## config.mk

```make
export PLATFORM = sky130hd
export DESIGN_NAME = register_file_param_flat
export DESIGN_NICKNAME = d
export VERILOG_FILES = /design/src/rtl/register_file_param_if.sv /design/src/rtl/register_file_param.sv /design/src/flat_wrapper.sv
export SDC_FILE = /design/constraint.sdc
export NUM_CORES = 2
export LEC_CHECK = 0
export CORE_MARGIN = 5
export CORE_UTILIZATION = 38
export CTS_CLUSTER_DIAMETER = 30
export DETAILED_ROUTE_END_ITERATION = 8
export PLACE_DENSITY_LB_ADDON = 0.15
export SLEW_MARGIN = 15
export SYNTH_ARGS = -nofsm -noshare
export SYNTH_HDL_FRONTEND = slang
export SYNTH_SLANG_ARGS = --single-unit
```

## constraint.sdc

```tcl
create_clock -name clk -period 5.1 [get_ports clk]
set_clock_uncertainty 0.15 [all_clocks]
set_input_delay 1.275 -clock clk [delete_from_list [all_inputs] [get_ports clk]]
set_output_delay 1.275 -clock clk [all_outputs]
set_load 0.01 [all_outputs]
```

## src/rtl/register_file_param_if.sv

```systemverilog
// Bundles the read, writeback, allocate and clear-control signals of the
// register file into one connection. The master side drives addresses and
// requests. The slave side, which is the register file, returns read data,
// readiness and clear-sweep status.
interface register_file_param_if #(
    parameter int DATA_W = 32,
    parameter int ADDR_W = 5
);
    logic [ADDR_W-1:0] rd_addr_1;
    logic [ADDR_W-1:0] rd_addr_2;
    logic [DATA_W-1:0] rd_data_1;
    logic [DATA_W-1:0] rd_data_2;
    logic              rd_ready_1;
    logic              rd_ready_2;
    logic              wr_en;
    logic [ADDR_W-1:0] wr_addr;
    logic [DATA_W-1:0] wr_data;
    logic              alloc_en;
    logic [ADDR_W-1:0] alloc_addr;
    logic              clr_req;
    logic              clr_busy;
    logic              clr_done;

    modport master (
        output rd_addr_1, rd_addr_2, wr_en, wr_addr, wr_data,
               alloc_en, alloc_addr, clr_req,
        input  rd_data_1, rd_data_2, rd_ready_1, rd_ready_2,
               clr_busy, clr_done
    );

    modport slave (
        input  rd_addr_1, rd_addr_2, wr_en, wr_addr, wr_data,
               alloc_en, alloc_addr, clr_req,
        output rd_data_1, rd_data_2, rd_ready_1, rd_ready_2,
               clr_busy, clr_done
    );
endinterface

```

## src/rtl/register_file_param.sv

```systemverilog
// Register file with two combinational read ports, one writeback port, and
// per-register pending (scoreboard) bits. Optional features:
//  - register 0 can be hardwired to zero;
//  - a write can be forwarded to a read of the same address in the same cycle.
// A clear request starts a sweep. The sweep zeroes one register per cycle.
// While it runs, the port is busy and ignores writes, allocations and further
// clear requests.
module register_file_param #(
    parameter int              DATA_W   = 32,
    parameter int              ADDR_W   = 5,
    parameter int              ZERO_REG = 1,
    parameter int              BYPASS   = 1,
    parameter logic [DATA_W-1:0] INIT_R1 = 32'h0000_00A5,
    parameter logic [DATA_W-1:0] INIT_R2 = 32'hFFFF_FF5A
) (
    input  logic                  clk,
    input  logic                  reset,
    register_file_param_if.slave  bus
);
    localparam int DEPTH = 2 ** ADDR_W;

    localparam logic [1:0] IDLE  = 2'd0;
    localparam logic [1:0] SWEEP = 2'd1;
    localparam logic [1:0] DONE  = 2'd2;

    logic [1:0]        state;
    logic [ADDR_W-1:0] index;
    logic [DATA_W-1:0] regs [DEPTH];
    logic [DEPTH-1:0]  pending;
    logic              busy;
    logic              wr_accept;
    logic              alloc_accept;

    // True when an address refers to the hardwired zero register.
    function automatic logic is_zero(input logic [ADDR_W-1:0] addr);
        return (ZERO_REG != 0) && (addr == '0);
    endfunction

    assign busy         = (state != IDLE);
    assign bus.clr_busy = busy;
    assign bus.clr_done = (state == DONE);
    assign wr_accept    = bus.wr_en && !busy && !is_zero(bus.wr_addr);
    assign alloc_accept = bus.alloc_en && !busy && !is_zero(bus.alloc_addr);

    // Read port 1: array value, overridden by a same-cycle write or by the zero register.
    always_comb begin
        bus.rd_data_1  = regs[bus.rd_addr_1];
        bus.rd_ready_1 = !pending[bus.rd_addr_1];
        if ((BYPASS != 0) && wr_accept && (bus.wr_addr == bus.rd_addr_1)) begin
            bus.rd_data_1  = bus.wr_data;
            bus.rd_ready_1 = 1'b1;
        end
        if (is_zero(bus.rd_addr_1)) begin
            bus.rd_data_1  = '0;
            bus.rd_ready_1 = 1'b1;
        end
        if (busy) begin
            bus.rd_ready_1 = 1'b0;
        end
    end

    // Read port 2: same selection rules as port 1.
    always_comb begin
        bus.rd_data_2  = regs[bus.rd_addr_2];
        bus.rd_ready_2 = !pending[bus.rd_addr_2];
        if ((BYPASS != 0) && wr_accept && (bus.wr_addr == bus.rd_addr_2)) begin
            bus.rd_data_2  = bus.wr_data;
            bus.rd_ready_2 = 1'b1;
        end
        if (is_zero(bus.rd_addr_2)) begin
            bus.rd_data_2  = '0;
            bus.rd_ready_2 = 1'b1;
        end
        if (busy) begin
            bus.rd_ready_2 = 1'b0;
        end
    end

    // Clear FSM. Sweeps index 0..DEPTH-1, then holds DONE for one cycle.
    // The index stops at DEPTH-1 and is reloaded with 0 on the next start.
    always_ff @(posedge clk) begin
        if (!reset) begin
            state <= IDLE;
            index <= '0;
        end else begin
            case (state)
                IDLE: begin
                    if (bus.clr_req) begin
                        state <= SWEEP;
                        index <= '0;
                    end
                end
                SWEEP: begin
                    if (index == {ADDR_W{1'b1}}) begin
                        state <= DONE;
                    end else begin
                        index <= index + ADDR_W'(1);
                    end
                end
                DONE: begin
                    state <= IDLE;
                end
                default: begin
                    state <= IDLE;
                end
            endcase
        end
    end

    // Register storage: reset image, sweep zeroing, or an accepted writeback.
    always_ff @(posedge clk) begin
        if (!reset) begin
            for (int i = 0; i < DEPTH; i++) begin
                regs[i] <= '0;
            end
            regs[1] <= INIT_R1;
            regs[2] <= INIT_R2;
        end else if (state == SWEEP) begin
            regs[index] <= '0;
        end else if (wr_accept) begin
            regs[bus.wr_addr] <= bus.wr_data;
        end
    end

    // Pending bits: a write clears its bit, and an allocation sets its bit.
    // The allocation comes second, so it wins when both target one address.
    always_ff @(posedge clk) begin
        if (!reset) begin
            pending <= '0;
        end else if (state == SWEEP) begin
            pending[index] <= 1'b0;
        end else begin
            if (wr_accept) begin
                pending[bus.wr_addr] <= 1'b0;
            end
            if (alloc_accept) begin
                pending[bus.alloc_addr] <= 1'b1;
            end
        end
    end
endmodule
```

## src/flat_wrapper.sv

```systemverilog
// flat-port wrapper written by rule: the top's interface ports become plain ports
module register_file_param_flat 
#(
    parameter int              DATA_W   = 32,
    parameter int              ADDR_W   = 5,
    parameter int              ZERO_REG = 1,
    parameter int              BYPASS   = 1,
    parameter logic [DATA_W-1:0] INIT_R1 = 32'h0000_00A5,
    parameter logic [DATA_W-1:0] INIT_R2 = 32'hFFFF_FF5A
)
  (clk, reset, bus_rd_addr_1, bus_rd_addr_2, bus_wr_en, bus_wr_addr, bus_wr_data, bus_alloc_en, bus_alloc_addr, bus_clr_req, bus_rd_data_1, bus_rd_data_2, bus_rd_ready_1, bus_rd_ready_2, bus_clr_busy, bus_clr_done);
  register_file_param_if #(.DATA_W(DATA_W), .ADDR_W(ADDR_W)) bus_i ();
  input  logic clk;
  input  logic reset;
  input wire logic [$bits(bus_i.rd_addr_1)-1:0] bus_rd_addr_1;
  input wire logic [$bits(bus_i.rd_addr_2)-1:0] bus_rd_addr_2;
  input wire logic [$bits(bus_i.wr_en)-1:0] bus_wr_en;
  input wire logic [$bits(bus_i.wr_addr)-1:0] bus_wr_addr;
  input wire logic [$bits(bus_i.wr_data)-1:0] bus_wr_data;
  input wire logic [$bits(bus_i.alloc_en)-1:0] bus_alloc_en;
  input wire logic [$bits(bus_i.alloc_addr)-1:0] bus_alloc_addr;
  input wire logic [$bits(bus_i.clr_req)-1:0] bus_clr_req;
  output wire logic [$bits(bus_i.rd_data_1)-1:0] bus_rd_data_1;
  output wire logic [$bits(bus_i.rd_data_2)-1:0] bus_rd_data_2;
  output wire logic [$bits(bus_i.rd_ready_1)-1:0] bus_rd_ready_1;
  output wire logic [$bits(bus_i.rd_ready_2)-1:0] bus_rd_ready_2;
  output wire logic [$bits(bus_i.clr_busy)-1:0] bus_clr_busy;
  output wire logic [$bits(bus_i.clr_done)-1:0] bus_clr_done;
  assign bus_i.rd_addr_1 = bus_rd_addr_1;
  assign bus_i.rd_addr_2 = bus_rd_addr_2;
  assign bus_i.wr_en = bus_wr_en;
  assign bus_i.wr_addr = bus_wr_addr;
  assign bus_i.wr_data = bus_wr_data;
  assign bus_i.alloc_en = bus_alloc_en;
  assign bus_i.alloc_addr = bus_alloc_addr;
  assign bus_i.clr_req = bus_clr_req;
  assign bus_rd_data_1 = bus_i.rd_data_1;
  assign bus_rd_data_2 = bus_i.rd_data_2;
  assign bus_rd_ready_1 = bus_i.rd_ready_1;
  assign bus_rd_ready_2 = bus_i.rd_ready_2;
  assign bus_clr_busy = bus_i.clr_busy;
  assign bus_clr_done = bus_i.clr_done;
  register_file_param #(.DATA_W(DATA_W), .ADDR_W(ADDR_W), .ZERO_REG(ZERO_REG), .BYPASS(BYPASS), .INIT_R1(INIT_R1), .INIT_R2(INIT_R2)) u_core (.clk(clk), .reset(reset), .bus(bus_i));
endmodule
```

==> metrics.txt <==
VDD IR max 0.0003648 V; failing checks negative setup slack; vias per cell 6.270; Setup TNS Final -0.1034 ns; slew at the pin with the worst max-slew slack 1.191 ns; drt initial violations 6195; crit path max fanout 11; Synth area leader edfxtp_1; most frequent cells in the layout nor2_1, edfxtp_1, buf_4; Reg clk slew, reported paths 0.04 ns; Switching Share 0.2493; Final Cycle Share 1.014; Root Buffer clkbuf_16; mapped cell area 56330 um^2; CP max-delay cell o211ai_1; Tot Pwr 31.18 mW; P_leak 29.07 nW; CTS tree yes; Achievable Freq 193.4 MHz; Internal Pwr Total 23.41 mW; WP buf/inv 8; Setup Viol. Count Final 3; Synth Flop Type edfxtp_1; Core Rows 141; Worst EP arrival 3.75 ns; largest net degree at the start of global routing 40; DR vias 45390; crit-path cells buf_2 > buf_4 > buf_4 > buf_4 > buf_4 > o21ai_4 > buf_12 > buf_12 > o211ai_1 > buf_2; setup slack after layout -0.07001 ns; worst min-delay path category flip-flop to flip-flop; DP HPWL 166100 um; power share of the clock group 0.550; flops & latches, synth 1063; cts bufs inserted 284; Multi-input gate area 23700 um^2; antenna violations before repair 6; synth warn 0; Placed Instance Area 65160 um^2; share of layout cells above drive strength 1 0.3521; Post-Synthesis Cells 4343; EDFF count, synth 1024; die height 395.0 um; Most common cell on crit path buf_4; P per Cell Area 413.0 nW/um^2; Routability Congestion 0.9954; post-route antenna net violation count 0; final wirelength 256700 um; Area contributors post-synth edfxtp_1, mux4_2, nor2_1; WS Path Type primary input to output port; design area 75500 um^2; asr flop ratio synth 0; first-pass GRT wire length 354300 um; Crit path required time 3.67 ns; final hold vios 0; core area 147500 um^2; Reg power frac 0.326; Fill cells 12750; CTS HTree Levels 5; grt ovf 0; Rel. slew slack 0.2061; Ports 125; Initial Util 0.3819; FF+latch area 31530 um^2; post-route insts no fill 7240; switching power 7.773 mW; max-slew violations 0; Syn Area/Cell 12.97 um^2; CP Capture Type output port; min cycle time layout 5.170 ns; Top delay family on crit path buffers and inverters; post-synth cell types 69; Yosys top cell area share 0.5459; Logic pwr share 0.125; Die X 395.0 um; worst-skew pair later-pin latency 0.84 ns; CP max stage delay 0.59 ns; DP Cell Count 6692; MaxCap Viol Count 0; status finished, violations left; # DRC 0; Setup crit start kind primary input; gr usage total 0.3220; commonest non-fill, non-tap cell in the layout nor2_1; Pre-antenna DRT Iters 6; Placement Setup Slack -0.9018 ns; synthesis-to-layout area growth 34.04%; Min Hold Slack 0.3069 ns; clock tree buffer depth 4; PortBufs 124; DR WL/cell 35.45 um; Final Net Count 5172; Die ar. 156000 um^2; vias in the first global route 45300; final core utilization 0.5119; sequential share of the synthesized area 0.5598; CTS sink count 1063
power by group through the flow:
| stage | Clock [mW] | Combinational, mW | Sequential, mW |
|---|---|---|---|
| after global routing | 17.8 | 3.97 | 10.2 |
| after global placement | 0 | 3.69 | 10.3 |
| after CTS | 17.2 | 3.78 | 10.1 |
| after detailed placement | 0 | 3.68 | 10.3 |
| after floorplan | 0 | 1.71 | 10.2 |
| final | 17.1 | 3.89 | 10.2 |
final cells by class:
| cell class | instances | share of cell area |
|---|---|---|
| Inverter | 11 | 0.0005469 |
| Tap cell | 1930 | 0.03198 |
| Clock inverter | 148 | 0.02088 |
| Timing Repair Buffer | 893 | 0.1157 |
| Clock buffer | 336 | 0.09925 |
| Sequential cell | 1063 | 0.4176 |
| Antenna cell | 2 | 0.00006629 |
| Multi-Input combinational cell | 2857 | 0.3140 |
path summary, 6_finish.rpt:
| path | start | to | slack [ns] | cells after the start |
|---|---|---|---|---|
| min | u_core.pending[0] | u_core.pending[0] | 0.31 | 2 |
| max reg2reg | u_core.state[1] | u_core.regs[11][17] | 1.72 | 7 |
| max | bus_rd_addr_2[4] | bus_rd_data_2[7] | -0.07 | 10 |
| min reg2reg | u_core.pending[0] | u_core.pending[0] | 0.31 | 2 |
logic make-up after synthesis:
kind of cell,count (synthesis),synth area share
fa+ha+maj,5,0.001111
compound gates,542,0.07144
buf+inv,457,0.03545
flops,1063,0.5598
other cells,1,0.00006657
xor+xnor,11,0.001710
simple gates,1518,0.1095
mux,746,0.2210
metal layers:
metal  GRT usage  share of wire  vias to the layer above
met5           0        0.00069                        -
met4      0.1802          0.061                        8
met3     0.09572           0.12                      631
met2      0.4811           0.44                     3086
met1      0.4205           0.38                    23440
li1            -              -                    18220
tightest hold or removal path: cells and delay by family (launching register included):
kind             cells  cell delay, ns
flip-flops           1            0.32
AO/OA/AOI/OAI        1            0.03
AND/OR/NAND/NOR      1            0.06
sequential cells by signal, indices dropped and copies added, names as in the netlist:
name            flops
u_core.pending     32
u_core.index        5
u_core.state        2
u_core.regs      1024
repair_timing:
item | in CTS | in global routing
cloned | 9 | 1
endpoints found under the setup margin | 66 | 43
gates resized for setup | 204 | 61
hold buffers | 0 | 0
pin swaps | 28 | 15
buffers inserted | 40 | 14
Yosys cell counts (16+ instances only):
| cell type | count |
|---|---|
| a221oi_1 | 69 |
| o21ai_2 | 17 |
| mux4_2 | 389 |
| nand2b_1 | 32 |
| nor2b_1 | 25 |
| a221o_1 | 26 |
| mux2_2 | 90 |
| mux2i_1 | 267 |
| a21oi_1 | 54 |
| o221ai_1 | 26 |
| buf_1 | 22 |
| o211ai_1 | 56 |
| nand3b_1 | 18 |
| a211oi_1 | 27 |
| nand2_1 | 222 |
| dfxtp_1 | 39 |
| buf_2 | 158 |
| o21ai_0 | 80 |
| clkbuf_1 | 243 |
| a22oi_1 | 20 |
| nor3_1 | 22 |
| buf_4 | 22 |
| o2111ai_1 | 16 |
| nand3_1 | 70 |
| a211o_1 | 45 |
| nor2_1 | 1082 |
| o22ai_1 | 46 |
| edfxtp_1 | 1024 |
(Power assumes the default switching activity.)
